<file path="config.mk">
export PLATFORM = sky130hd
export DESIGN_NAME = nic_rx
export DESIGN_NICKNAME = d
export VERILOG_FILES = /design/src/rtl/snn_noc_pkg.sv /design/src/rtl/nic_rx_fifo.sv /design/src/rtl/nic_rx.sv
export SDC_FILE = /design/constraint.sdc
export NUM_CORES = 1
export LEC_CHECK = 0
export ABC_AREA = 1
export CORE_ASPECT_RATIO = 1.75
export CORE_MARGIN = 3
export CORE_UTILIZATION = 58
export CTS_BUF_LIST = sky130_fd_sc_hd__clkbuf_4 sky130_fd_sc_hd__clkbuf_8
export CTS_CLUSTER_SIZE = 28
export DETAILED_ROUTE_END_ITERATION = 8
export GPL_TIMING_DRIVEN = 0
export PLACE_DENSITY = 0.84
export SETUP_SLACK_MARGIN = 0.15
export SYNTH_ARGS = -nofsm -noshare
export SYNTH_HDL_FRONTEND = slang
export SYNTH_SLANG_ARGS = --single-unit
</file>
<file path="constraint.sdc">
create_clock -name clk -period 4.32 [get_ports clk]
set_input_delay 0.432 -clock clk [delete_from_list [all_inputs] [get_ports clk]]
set_output_delay 0.432 -clock clk [all_outputs]
set_load 0.01 [all_outputs]
</file>
<file path="src/rtl/snn_noc_pkg.sv">
// snn_noc_pkg: shared packet format for the 4x4 torus NoC.
//   64-bit packet = {dest[63:60], src[59:56], ptype[55:54], payload[53:0]}.
//   Provides the packet struct, field positions, node address map and the
//   decoded-entry struct stored by the receive NIC.
package snn_noc_pkg;

  localparam int PKT_W     = 64;
  localparam int PAYLOAD_W = 54;

  localparam int DEST_HI = 63, DEST_LO = 60;
  localparam int SRC_HI  = 59, SRC_LO  = 56;
  localparam int TYPE_HI = 55, TYPE_LO = 54;
  localparam int PAY_HI  = 53, PAY_LO  = 0;

  // Node address map
  localparam logic [3:0] ADDR_PE0  = 4'd0;
  localparam logic [3:0] ADDR_PE1  = 4'd1;
  localparam logic [3:0] ADDR_PE2  = 4'd2;
  localparam logic [3:0] ADDR_PE3  = 4'd3;
  localparam logic [3:0] ADDR_PE4  = 4'd4;
  localparam logic [3:0] ADDR_ADD0 = 4'd5;
  localparam logic [3:0] ADDR_ADD1 = 4'd6;
  localparam logic [3:0] ADDR_ADD2 = 4'd7;
  localparam logic [3:0] ADDR_ADD3 = 4'd8;
  localparam logic [3:0] ADDR_ADD4 = 4'd9;
  localparam logic [3:0] ADDR_ADD5 = 4'd10;
  localparam logic [3:0] ADDR_ADD6 = 4'd11;
  localparam logic [3:0] ADDR_MEM  = 4'd12;

  typedef enum logic [1:0] {IFMAP = 2'b00, FILTER = 2'b01, PSUM = 2'b10, SPIKE = 2'b11} pkt_type_e;

  typedef struct packed {
    logic [3:0]           dest;
    logic [3:0]           src;
    pkt_type_e            ptype;
    logic [PAYLOAD_W-1:0] payload;
  } noc_pkt_t;

  // What the receiver keeps once dest has been checked
  typedef struct packed {
    logic [3:0]           src;
    pkt_type_e            ptype;
    logic [PAYLOAD_W-1:0] payload;
  } rx_entry_t;

  typedef enum logic [1:0] {S_IDLE, S_ACK, S_WAIT_LO} rx_state_e;

  function automatic rx_entry_t decode_pkt(input noc_pkt_t p);
    rx_entry_t e;
    e.src     = p.src;
    e.ptype   = p.ptype;
    e.payload = p.payload;
    return e;
  endfunction

endpackage

</file>
<file path="src/rtl/nic_rx_fifo.sv">
// nic_rx_fifo: synchronous FIFO with a registered head and valid/ready read.
//   clk, rst_n        clock, async active-low reset
//   push_i, din_i     write strobe/data (caller never pushes while full)
//   dout_o, valid_o   registered head entry and its valid
//   ready_i           consumer pop (ignored while valid_o=0)
//   full_o, count_o   occupancy == DEPTH, occupancy
// An entry written into an empty FIFO shows at the head one cycle after the
// write. Head data only changes on a pop or when it becomes valid.
module nic_rx_fifo #(
  parameter int DEPTH = 4,
  parameter int W     = 60,
  localparam int AW   = $clog2(DEPTH),
  localparam int CW   = AW + 1
) (
  input  logic          clk,
  input  logic          rst_n,
  input  logic          push_i,
  input  logic [W-1:0]  din_i,
  output logic [W-1:0]  dout_o,
  output logic          valid_o,
  input  logic          ready_i,
  output logic          full_o,
  output logic [CW-1:0] count_o
);

  logic [W-1:0]  mem_q [DEPTH];
  logic [W-1:0]  head_q;
  logic [AW-1:0] wr_q, rd_q, rd_d;
  logic [CW-1:0] cnt_q, cnt_d;
  logic          vld_q, vld_d;
  logic          pop;

  assign pop  = vld_q & ready_i;
  assign rd_d = rd_q + AW'(pop);

  always_comb begin
    cnt_d = cnt_q;
    if (push_i && !pop)      cnt_d = cnt_q + CW'(1);
    else if (!push_i && pop) cnt_d = cnt_q - CW'(1);
  end

  // Head validity looks only at entries present before this edge, so a push
  // into an empty FIFO surfaces a cycle later via the registered head.
  assign vld_d = (cnt_q - CW'(pop)) != '0;

  always_ff @(posedge clk) begin
    if (push_i) mem_q[wr_q] <= din_i;
    head_q <= mem_q[rd_d];
  end

  always_ff @(posedge clk or negedge rst_n) begin
    if (!rst_n) begin
      wr_q  <= '0;
      rd_q  <= '0;
      cnt_q <= '0;
      vld_q <= 1'b0;
    end else begin
      wr_q  <= wr_q + AW'(push_i);
      rd_q  <= rd_d;
      cnt_q <= cnt_d;
      vld_q <= vld_d;
    end
  end

  assign dout_o  = head_q;
  assign valid_o = vld_q;
  assign full_o  = cnt_q == CW'(DEPTH);
  assign count_o = cnt_q;

endmodule

</file>
<file path="src/rtl/nic_rx.sv">
// nic_rx: clocked receiver on the router's 64-bit 4-phase bundled-data output.
//   clk, rst_n              clock, async active-low reset
//   net_req/net_data/net_ack  4-phase channel from router (req is asynchronous)
//   pkt_valid/pkt_ready     valid/ready to the local consumer
//   pkt_src/type/payload    decoded head packet
//   fifo_full               decoded FIFO holds FIFO_DEPTH entries
//   drop_pulse              one cycle per misaddressed packet
// Optional: NIC_RX_STATS_EN adds saturating stat_rx_cnt / stat_drop_cnt.
module nic_rx
  import snn_noc_pkg::*;
#(
  parameter logic [3:0] NODE_ADDR  = 4'b0000,
  parameter int         FIFO_DEPTH = 4,
  parameter int         PAYLOAD_W  = snn_noc_pkg::PAYLOAD_W
) (
  input  logic                 clk,
  input  logic                 rst_n,
  input  logic                 net_req,
  input  logic [63:0]          net_data,
  output logic                 net_ack,
  output logic                 pkt_valid,
  input  logic                 pkt_ready,
  output logic [3:0]           pkt_src,
  output logic [1:0]           pkt_type,
  output logic [PAYLOAD_W-1:0] pkt_payload,
  output logic                 fifo_full,
  output logic                 drop_pulse
`ifdef NIC_RX_STATS_EN
  ,
  output logic [15:0]          stat_rx_cnt,
  output logic [15:0]          stat_drop_cnt
`endif
);

  localparam int CW = $clog2(FIFO_DEPTH) + 1;

  logic          req_meta_q, req_s_q;
  rx_state_e     state_q;
  logic          ack_q, drop_q;
  noc_pkt_t      in_pkt;
  rx_entry_t     head;
  logic          addr_match, space_avail, push, drop_ev;
  logic [CW-1:0] fifo_cnt;
  logic          fifo_full_w;

  // Two-flop synchroniser; net_data is only looked at once req_s_q is high.
  always_ff @(posedge clk or negedge rst_n) begin
    if (!rst_n) begin
      req_meta_q <= 1'b0;
      req_s_q    <= 1'b0;
    end else begin
      req_meta_q <= net_req;
      req_s_q    <= req_meta_q;
    end
  end

  assign in_pkt      = noc_pkt_t'(net_data);
  assign addr_match  = in_pkt.dest == NODE_ADDR;
  // Full check uses current occupancy, so a same-edge pop never frees a slot.
  assign space_avail = fifo_cnt < CW'(FIFO_DEPTH);
  assign push        = (state_q == S_IDLE) && req_s_q && addr_match && space_avail;
  assign drop_ev     = (state_q == S_IDLE) && req_s_q && !addr_match;

  always_ff @(posedge clk or negedge rst_n) begin
    if (!rst_n) begin
      state_q <= S_IDLE;
      ack_q   <= 1'b0;
      drop_q  <= 1'b0;
    end else begin
      drop_q <= 1'b0;
      case (state_q)
        S_IDLE: begin
          // Matching packet with a full FIFO waits here with ack low: the
          // router is backpressured. Misaddressed packets are acked at once.
          if (req_s_q && (!addr_match || space_avail)) begin
            state_q <= S_ACK;
            ack_q   <= 1'b1;
            drop_q  <= !addr_match;
          end
        end
        S_ACK: begin
          if (!req_s_q) begin
            state_q <= S_WAIT_LO;
            ack_q   <= 1'b0;
          end
        end
        S_WAIT_LO: state_q <= S_IDLE;
        default: begin
          state_q <= S_IDLE;
          ack_q   <= 1'b0;
        end
      endcase
    end
  end

  nic_rx_fifo #(.DEPTH(FIFO_DEPTH), .W($bits(rx_entry_t))) u_fifo (
    .clk     (clk),
    .rst_n   (rst_n),
    .push_i  (push),
    .din_i   (decode_pkt(in_pkt)),
    .dout_o  (head),
    .valid_o (pkt_valid),
    .ready_i (pkt_ready),
    .full_o  (fifo_full_w),
    .count_o (fifo_cnt)
  );

  assign net_ack     = ack_q;
  assign drop_pulse  = drop_q;
  assign fifo_full   = fifo_full_w;
  assign pkt_src     = head.src;
  assign pkt_type    = head.ptype;
  assign pkt_payload = PAYLOAD_W'(head.payload);

`ifdef NIC_RX_STATS_EN
  logic [15:0] rx_cnt_q, drop_cnt_q;

  always_ff @(posedge clk or negedge rst_n) begin
    if (!rst_n) begin
      rx_cnt_q   <= '0;
      drop_cnt_q <= '0;
    end else begin
      if (push && rx_cnt_q != 16'hFFFF)      rx_cnt_q   <= rx_cnt_q + 16'd1;
      if (drop_ev && drop_cnt_q != 16'hFFFF) drop_cnt_q <= drop_cnt_q + 16'd1;
    end
  end

  assign stat_rx_cnt   = rx_cnt_q;
  assign stat_drop_cnt = drop_cnt_q;
`else
  logic unused_drop_ev;
  assign unused_drop_ev = drop_ev;
`endif

endmodule

</file>
==> impl_metrics.env, run 1 <==
export IMPL_grt_max_degree=29
export IMPL_post_cts_setup_buffer_count=0
export IMPL_tritoncts="built"
export IMPL_reg2reg_depth=7
export IMPL_grt_setup_unrepaired="false"
export IMPL_finalSetupViolCount=0
export IMPL_start_util_pct=59.8
export IMPL_syn_area_sq_um=11300
export IMPL_fill_cells=1185
export IMPL_ctsHtreeMaxLevel=2
export IMPL_finalCriticalPeriod_ps=2520
export IMPL_cts_inserted_buffers=43
export IMPL_p_int_mw=6.43
export IMPL_switchingPower_mw=3.17
export IMPL_hold_slack_ps=311
export IMPL_track_usage_pct=20.9
export IMPL_grt_pass1_wl_um=34700
export IMPL_die_w_um=111
export IMPL_cts_resized_gates=0
export IMPL_cap_violations=0
export IMPL_fp_dieH_um=190
export IMPL_syn_avg_cell_area_sq_um=13.7
export IMPL_clock_path_buffers=3
export IMPL_seq_area_frac_synth_pct=77.7
export IMPL_slew_headroom_pct=50.5
export IMPL_cellLeakagePower_nw=5.20
export IMPL_arrival_ps=2730
export IMPL_peakVddDrop_v=0.000393
export IMPL_fmax_mhz=397
export IMPL_drt_total_wl_um=22400
export IMPL_pwr_share_comb_pct=37.2
export IMPL_antenna_found_initial=1
export IMPL_fin_nets=1082
export IMPL_worst_setup_path_type="reg2reg"
export IMPL_min_period_over_period_pct=58.3
export IMPL_syn2layout_area_growth_pct=24.0
export IMPL_yosys_warnings=0
export IMPL_worstHoldPathType="in2async"
export IMPL_io_pins=132
export IMPL_crit_path_end_kind="register"
export IMPL_antenna_left=0
export IMPL_dpl_worst_slack_ps=1360
export IMPL_critPathRequiredTime_ps=4530
export IMPL_clkLatencyLatePin_ps=520
export IMPL_drv_slew=0
export IMPL_clock_sinks=314
export IMPL_clockRootBuffer="clkbuf_8"
export IMPL_layout_common_cells="nand2_1 (250), edfxtp_1 (240), clkdlybuf4s50_1 (131)"
export IMPL_drc_errors=0
export IMPL_post_route_util_pct=74.2
export IMPL_fin_ws_ps=1800
export IMPL_die_area_sq_um=21200
export IMPL_hpwl_um=14500
export IMPL_vias=6732
export IMPL_skew_ps=13.3
export IMPL_overflow=0
export IMPL_gp_congestion=0.767
export IMPL_portBuffers=131
export IMPL_syn_nets=898
export IMPL_swShare_pct=33.0
export IMPL_pwr_share_clk_pct=23.5
export IMPL_clk_pin_slew_ps=60
export IMPL_drt_iter0_markers=369
export IMPL_first_pass_iters=4
export IMPL_drive_gt1_share_pct=13.7
export IMPL_power_density_nw_per_um2=687
export IMPL_final_common_cell="nand2_1"
export IMPL_ys_ff_latch=314
export IMPL_grt_pass1_vias=7057
export IMPL_status="completed"
export IMPL_rows=66
export IMPL_hold_viol=0
export IMPL_seqPwrFrac_pct=39.3
export IMPL_holdBufCountCts=0
export IMPL_syn_inst=825
export IMPL_worst_slew_pin_slew_ps=741
export IMPL_core_area_sq_um=18800
export IMPL_wire_per_inst_um=17.5
export IMPL_synth_cell_types=29
export IMPL_worst_setup_path_start_kind="register"
export IMPL_cp_max_fo=23
export IMPL_viasPerCell=5.25
[synthesized netlist by cell type, drive strengths merged]
library cell | instances | area share, %
fa | 1 | 0.18
edfxtp | 240 | 64
ha | 4 | 0.44
inv | 12 | 0.40
nand2 | 250 | 8.3
or2 | 60 | 3.3
and2 | 1 | 0.056
dfxtp | 60 | 11
o21bai | 1 | 0.067
nand3 | 2 | 0.089
xor2 | 2 | 0.16
nand3b | 1 | 0.067
nor2 | 10 | 0.33
clkbuf | 7 | 0.26
a21oi | 1 | 0.044
dfrtp | 14 | 3.1
buf | 32 | 2.7
o21ai | 122 | 5.5
xnor2 | 2 | 0.22
nor3 | 3 | 0.13
[flip-flops by register name, indices dropped and copies added (netlist names)]
name	count
req_s_q	1
net_ack	1
req_meta_q	1
u_fifo.valid_o	1
state_q	2
u_fifo.rd_q	2
u_fifo.count_o	3
u_fifo.dout_o	60
drop_pulse	1
u_fifo.wr_q	2
u_fifo.mem_q	240
[final timing paths]
path / slack, ps / end / start
setup / recovery: 1800 / u_fifo.mem_q[1][20] / u_fifo.count_o[2]
hold / removal: 310 / u_fifo.rd_q[1] / rst_n
setup reg to reg: 1800 / u_fifo.mem_q[1][20] / u_fifo.count_o[2]
hold reg to reg: 350 / req_s_q / req_meta_q
max in group asynchronous: 3580 / state_q[1] / rst_n
min in group clk: 350 / req_s_q / req_meta_q
[worst max-delay path: stages (launching register included)]
cell	delay [ps]
dfrtp_1	360
inv_1	180
nand3_1	100
nor2_1	270
nand2_1	200
nor2_4	610
buf_16	250
buf_12	210
[cell type report]
| cell class | count | area, sq um | area share, % |
|---|---|---|---|
| clock inverter | 16 | 98.8 | 0.707 |
| buffer | 39 | 334 | 2.39 |
| sequential | 314 | 8760 | 62.7 |
| tap | 238 | 298 | 2.13 |
| clock buffer | 63 | 786 | 5.62 |
| multi-input combinational | 460 | 2160 | 15.5 |
| antenna | 1 | 2.50 | 0.0179 |
| inverter | 12 | 45.0 | 0.322 |
| timing repair buffer | 139 | 1490 | 10.7 |
[per-layer routing]
| metal | part of all wire (%) | up-vias | wire length (um) | GRT usage [%] |
|---|---|---|---|---|
| met5 | 0 | - | 0 | 0 |
| met4 | 3.1 | 0 | 685 | 10.7 |
| met3 | 5.5 | 59 | 1230 | 4.06 |
| met2 | 55 | 244 | 12300 | 38.8 |
| met1 | 37 | 3211 | 8220 | 22.4 |
| li1 | - | 3218 | - | - |
[stage by stage]
| step | cells | power (mW) | instance area [sq um] | setup TNS (ps) |
|---|---|---|---|---|
| floorplan | 825 | 5.94 | 11300 | 0 |
| global placement | 1194 | 7.33 | 12900 | -459960 |
| detailed placement | 1202 | 7.44 | 13100 | 0 |
| CTS | 1281 | 9.69 | 14000 | 0 |
| global route | 1282 | 10.1 | 14000 | 0 |
| finish | 1282 | 9.60 | 14000 | 0 |
[power by group through the flow]
stage | sequential, mW | combinational [mW] | clock, mW
floorplan | 3.97 | 1.97 | 0
finish | 3.77 | 3.57 | 2.25
CTS | 3.78 | 3.62 | 2.30
detailed placement | 3.84 | 3.60 | 0
global placement | 3.82 | 3.51 | 0
global route | 3.80 | 3.94 | 2.40
[kinds of logic (layout without fill, tap and decap cells)]
family	count (synthesis)	after routing	synth area share [%]
buffers and inverters	51	269	3.36
adders and majority gates	5	5	0.622
xor gates and xnor gates	4	4	0.378
other	0	1	0
and+or+nand+nor	327	327	12.3
AOI/OAI and AO/OA	124	124	5.56
DFF	314	314	77.7
Note: power is estimated with default switching activity, not from simulation.
==> run 2, diff against run 1 <==
CORE_UTILIZATION = 52   (was 58)
PLACE_DENSITY = 0.8   (was 0.84)
clock period = 2.3 ns   (was 4.32 ns; I/O delays follow)
==> impl_metrics.env, run 2 (synthesis results as in run 1) <==
export IMPL_syn2layout_area_growth_pct=25.3
export IMPL_critPathMaxStageDelay_ps=620
export IMPL_cts_inserted_buffers=42
export IMPL_fill_cells=1426
export IMPL_swShare_pct=32.4
export IMPL_grt_max_degree=28
export IMPL_cts_resized_gates=0
export IMPL_largest_register_ffs=240
export IMPL_rows=70
export IMPL_holdBufCountCts=0
export IMPL_cp_max_fo=11
export IMPL_clock_path_buffers=3
export IMPL_grt_pass1_vias=6776
export IMPL_power_mw=18.3
export IMPL_power_density_nw_per_um2=1290
export IMPL_layout_common_cells="nand2_1 (248), edfxtp_1 (240), clkdlybuf4s50_1 (131)"
export IMPL_peakVddDrop_v=0.000952
export IMPL_hold_viol=0
export IMPL_overflow=0
export IMPL_fin_nets=1085
export IMPL_vias=6618
export IMPL_clk_pin_slew_ps=70
export IMPL_viasPerCell=4.96
export IMPL_io_pins=132
export IMPL_worst_path_max_delay_cell="nor2_2"
export IMPL_ctsHtreeMaxLevel=2
export IMPL_pwr_share_comb_pct=36.6
export IMPL_fp_dieH_um=201
export IMPL_drv_slew=0
export IMPL_clkLatencyLatePin_ps=530
export IMPL_p_int_mw=12.3
export IMPL_finalCriticalPeriod_ps=1950
export IMPL_antenna_found_initial=1
export IMPL_clockRootBuffer="clkbuf_8"
export IMPL_seqPwrFrac_pct=38.8
export IMPL_finalSetupViolCount=0
export IMPL_hpwl_um=14300
export IMPL_final_common_cell="nand2_1"
export IMPL_fmax_mhz=512
export IMPL_cap_violations=0
export IMPL_antenna_left=0
export IMPL_grt_setup_unrepaired="false"
export IMPL_gp_congestion=0.762
export IMPL_drc_errors=0
export IMPL_first_pass_iters=4
export IMPL_clock_sinks=314
export IMPL_cpMostUsedCell="nor2_2"
export IMPL_post_route_util_pct=66.9
export IMPL_worstPathCellList="nor2_1 -> nand3_1 -> nor2_2 -> nand2_2 -> nor2_2"
export IMPL_portBuffers=131
export IMPL_regMostFlops="u_fifo.mem_q"
export IMPL_status="completed"
export IMPL_grt_pass1_wl_um=34500
export IMPL_arrival_ps=2110
export IMPL_critPathRequiredTime_ps=2450
export IMPL_cellLeakagePower_nw=5.23
export IMPL_die_w_um=117
export IMPL_drive_gt1_share_pct=14.4
export IMPL_core_area_sq_um=21100
export IMPL_wire_per_inst_um=16.8
export IMPL_start_util_pct=53.4
export IMPL_drt_iter0_markers=329
export IMPL_skew_ps=15.0
export IMPL_min_period_over_period_pct=85.0
export IMPL_worst_setup_path_start_kind="register"
export IMPL_drt_total_wl_um=22300
export IMPL_worst_slew_pin_slew_ps=752
export IMPL_worst_setup_path_type="reg2reg"
export IMPL_die_area_sq_um=23500
export IMPL_tritoncts="built"
export IMPL_crit_path_end_kind="register"
export IMPL_pwr_share_clk_pct=24.6
export IMPL_track_usage_pct=19.3
export IMPL_worstHoldPathType="in2async"
export IMPL_slew_headroom_pct=49.8
export IMPL_switchingPower_mw=5.92
run 2: final timing paths:
path	slack [ps]	depth (start not counted)	from	endpoint
max in group asynchronous	1780	1	rst_n	u_fifo.count_o[0]
worst max-delay path	350	5	state_q[0]	u_fifo.mem_q[1][37]
worst min-delay path	100	1	rst_n	u_fifo.valid_o
worst min register to register	360	0	req_meta_q	req_s_q
worst max register to register	350	5	state_q[0]	u_fifo.mem_q[1][37]
min in group clk	150	1	net_req	req_meta_q
run 2: cell type report:
class / instances / area (sq um) / area share, %
clock inverters: 16 / 175 / 1.24
plain buffers: 39 / 334 / 2.37
inverters: 12 / 45.0 / 0.319
clock buffers: 61 / 758 / 5.37
well taps: 288 / 360 / 2.55
flip-flops and latches: 314 / 8760 / 62.0
multi-input cells: 461 / 2170 / 15.4
diodes: 1 / 2.50 / 0.0177
repair buffers: 142 / 1510 / 10.7
run 2: layer usage:
metal	global-route usage, %	up-vias	share of wire [%]	routed length, um
met5	0	-	0	0
met4	9.23	0	3.2	722
met3	4.46	46	5.5	1230
met2	33.9	178	53	11900
met1	21.4	3175	38	8460
li1	-	3219	-	-
run 2: stage by stage:
step | hold slack (ps) | instance area [sq um] | setup TNS, ps | instances | setup slack [ps]
2_1_floorplan | -65.6 | 11300 | 0 | 825 | 124
3_3_place_gp | 334 | 13000 | -207510 | 1244 | -899
3_5_place_dp | 341 | 13200 | -13330 | 1252 | -368
4_1_cts | 93.6 | 14100 | 0 | 1331 | 169
5_1_grt | 97.5 | 14100 | 0 | 1334 | 167
6_report | 101 | 14100 | 0 | 1334 | 345
run 2: timing repair:
action / CTS / global route
buffers inserted: 1 / 2
cloned: 1 / 0
pin swaps: 1 / 1
endpoints found under the setup margin: 39 / 46
run 2: power groups by stage:
stage                     Combinational (mW)  Clock, mW  Sequential (mW)
after detailed placement                6.74          0             7.20
after global routing                    7.34       4.87             7.14
after floorplan                         3.71          0             7.46
final                                   6.68       4.50             7.09
after global placement                  6.59          0             7.20
after CTS                               6.77       4.61             7.09
run 2: critical path, delay by kind of cell, from the launching register on:
kind / cells / cell delay, ps
flip-flops: 1 / 410
AND/OR/NAND/NOR: 5 / 1180
==> run 3, diff against run 2 <==
clock period = 1.6 ns   (was 2.3 ns; I/O delays follow)
==> impl_metrics.env, run 3 (synthesis results as in run 1) <==
export IMPL_skew_ps=20.6
export IMPL_clkLatencyLatePin_ps=550
export IMPL_antenna_left=0
export IMPL_holdBufCountCts=0
export IMPL_drv_slew=0
export IMPL_fp_dieH_um=201
export IMPL_rows=70
export IMPL_peakVddDrop_v=0.00114
export IMPL_critPathMaxStageDelay_ps=390
export IMPL_regMostFlops="u_fifo.mem_q"
export IMPL_fmax_mhz=549
export IMPL_cp_max_fo=4
export IMPL_min_period_over_period_pct=114
export IMPL_ctsHtreeMaxLevel=2
export IMPL_switchingPower_mw=9.17
export IMPL_overflow=0
export IMPL_layout_common_cells="edfxtp_1 (240), nand2_1 (237), clkdlybuf4s50_1 (130)"
export IMPL_hpwl_um=14400
export IMPL_start_util_pct=53.4
export IMPL_wire_per_inst_um=18.9
export IMPL_grt_setup_unrepaired="true"
export IMPL_track_usage_pct=20.9
export IMPL_vias=6981
export IMPL_drive_gt1_share_pct=20.2
export IMPL_hold_viol=0
export IMPL_clock_sinks=314
export IMPL_cp_top_family="simple AND/OR/NAND/NOR gates"
export IMPL_largest_register_ffs=240
export IMPL_clock_path_buffers=3
export IMPL_worst_path_buf_inv=1
export IMPL_grt_pass1_wl_um=37100
export IMPL_worst_path_max_delay_cell="dfrtp_1"
export IMPL_antenna_found_initial=1
export IMPL_drc_errors=0
export IMPL_arrival_ps=2260
export IMPL_finalCriticalPeriod_ps=1820
export IMPL_worst_slew_pin_slew_ps=674
export IMPL_worstHoldPathType="in2async"
export IMPL_cts_inserted_buffers=41
export IMPL_viasPerCell=5.10
export IMPL_fin_setup_tns_ps=-34690
export IMPL_swShare_pct=32.9
export IMPL_core_area_sq_um=21100
export IMPL_first_pass_iters=5
export IMPL_worstPathCellList="nor2_2 -> nand3_2 -> nor2_4 -> ha_4 -> inv_2 -> fa_2 -> nand2_1 -> nand3b_1 -> xor2_1"
export IMPL_grt_max_degree=29
export IMPL_crit_path_end_kind="register"
export IMPL_seqPwrFrac_pct=36.6
export IMPL_portBuffers=131
export IMPL_power_density_nw_per_um2=1840
export IMPL_die_area_sq_um=23500
export IMPL_worst_setup_path_type="reg2reg"
export IMPL_power_mw=27.9
export IMPL_gp_congestion=0.785
export IMPL_clockRootBuffer="clkbuf_8"
export IMPL_die_w_um=117
export IMPL_slew_headroom_pct=54.9
export IMPL_tritoncts="built"
export IMPL_grt_pass1_vias=7131
export IMPL_cellLeakagePower_nw=5.65
export IMPL_fin_nets=1120
export IMPL_p_int_mw=18.7
export IMPL_pwr_share_comb_pct=41.2
export IMPL_pwr_share_clk_pct=22.2
export IMPL_drt_total_wl_um=25900
export IMPL_syn2layout_area_growth_pct=34.0
export IMPL_critPathRequiredTime_ps=2030
export IMPL_status="finished, violations left"
export IMPL_drt_iter0_markers=433
export IMPL_post_route_util_pct=71.5
export IMPL_worst_setup_path_start_kind="register"
export IMPL_io_pins=132
export IMPL_clk_pin_slew_ps=70
export IMPL_violations="negative setup slack"
export IMPL_final_common_cell="edfxtp_1"
export IMPL_fin_ws_ps=-223
export IMPL_finalSetupViolCount=305
export IMPL_cap_violations=0
==> run 3: cell types whose count changed in the layout (fill, tap and decap cells not counted), sizes merged, moves of 3 or more <==
cell	delta
clkbuf	+15
buf	+23
clkinv	-3
bufinv	-3
bufbuf	+3
==> run 3: power groups by stage <==
stage	clock network [mW]	logic (mW)	registers [mW]
2_1_floorplan	0	5.76	10.7
3_3_place_gp	0	9.93	10.3
3_5_place_dp	0	10.1	10.4
4_1_cts	6.27	10.3	10.2
5_1_grt	6.64	12.5	10.3
6_report	6.18	11.5	10.2
==> run 3: area by class of cell <==
cell class / count / area [sq um]
Fill cell: 1306 / 6010
Clock inverter: 11 / 77.6
Antenna cell: 1 / 2.50
Timing Repair Buffer: 179 / 2230
Inverter: 12 / 52.6
Buffer: 39 / 474
Sequential cell: 314 / 8760
Tap cell: 288 / 360
Clock buffer: 65 / 807
Multi-Input combinational cell: 460 / 2340
==> run 3: routing by layer <==
metal | vias to the layer above | track usage, % | part of all wire, %
li1 | 3310 | - | -
met3 | 63 | 4.25 | 6.5
met5 | - | 0 | 0
met4 | 0 | 8.94 | 3.3
met1 | 3333 | 23.4 | 35
met2 | 275 | 37.5 | 56
==> run 3: path summary, 6_finish.rpt <==
kind | from | to | slack, ps | cells after the start
worst max-delay path | state_q[0] | u_fifo.count_o[2] | -220 | 9
worst min-delay path | rst_n | state_q[0] | 20 | 1
worst max register to register | state_q[0] | u_fifo.count_o[2] | -220 | 9
worst min register to register | req_meta_q | req_s_q | 360 | 0
max in group asynchronous | rst_n | u_fifo.count_o[1] | 1140 | 1
min in group clk | net_req | req_meta_q | 60 | 1
==> run 3: metrics by stage <==
step	instance area [sq um]	setup WS [ps]	hold slack [ps]	instances
after floorplan	11400	-559	-136	825
after global placement	13100	-1470	335	1244
after detailed placement	13300	-693	345	1252
after CTS	14600	-217	19.7	1350
after global routing	15100	-337	32.8	1369
final	15100	-223	23.7	1369
==> run 3: worst reg2reg max path: cells and delay by family (launching register included) <==
| kind | cells | cell delay [ps] |
|---|---|---|
| xor+xnor | 1 | 160 |
| flops | 1 | 390 |
| buf+inv | 1 | 50 |
| fa+ha+maj | 2 | 520 |
| simple gates | 5 | 590 |
==> run 3: repair_timing <==
item | 4_1_cts | 5_1_grt
buffers inserted | 16 | 7
pin swaps | 6 | 15
endpoints found under the setup margin | 367 | 367
cloned | 6 | 11
gates resized for setup | 24 | 57
endpoints found under the hold margin | 0 | 0
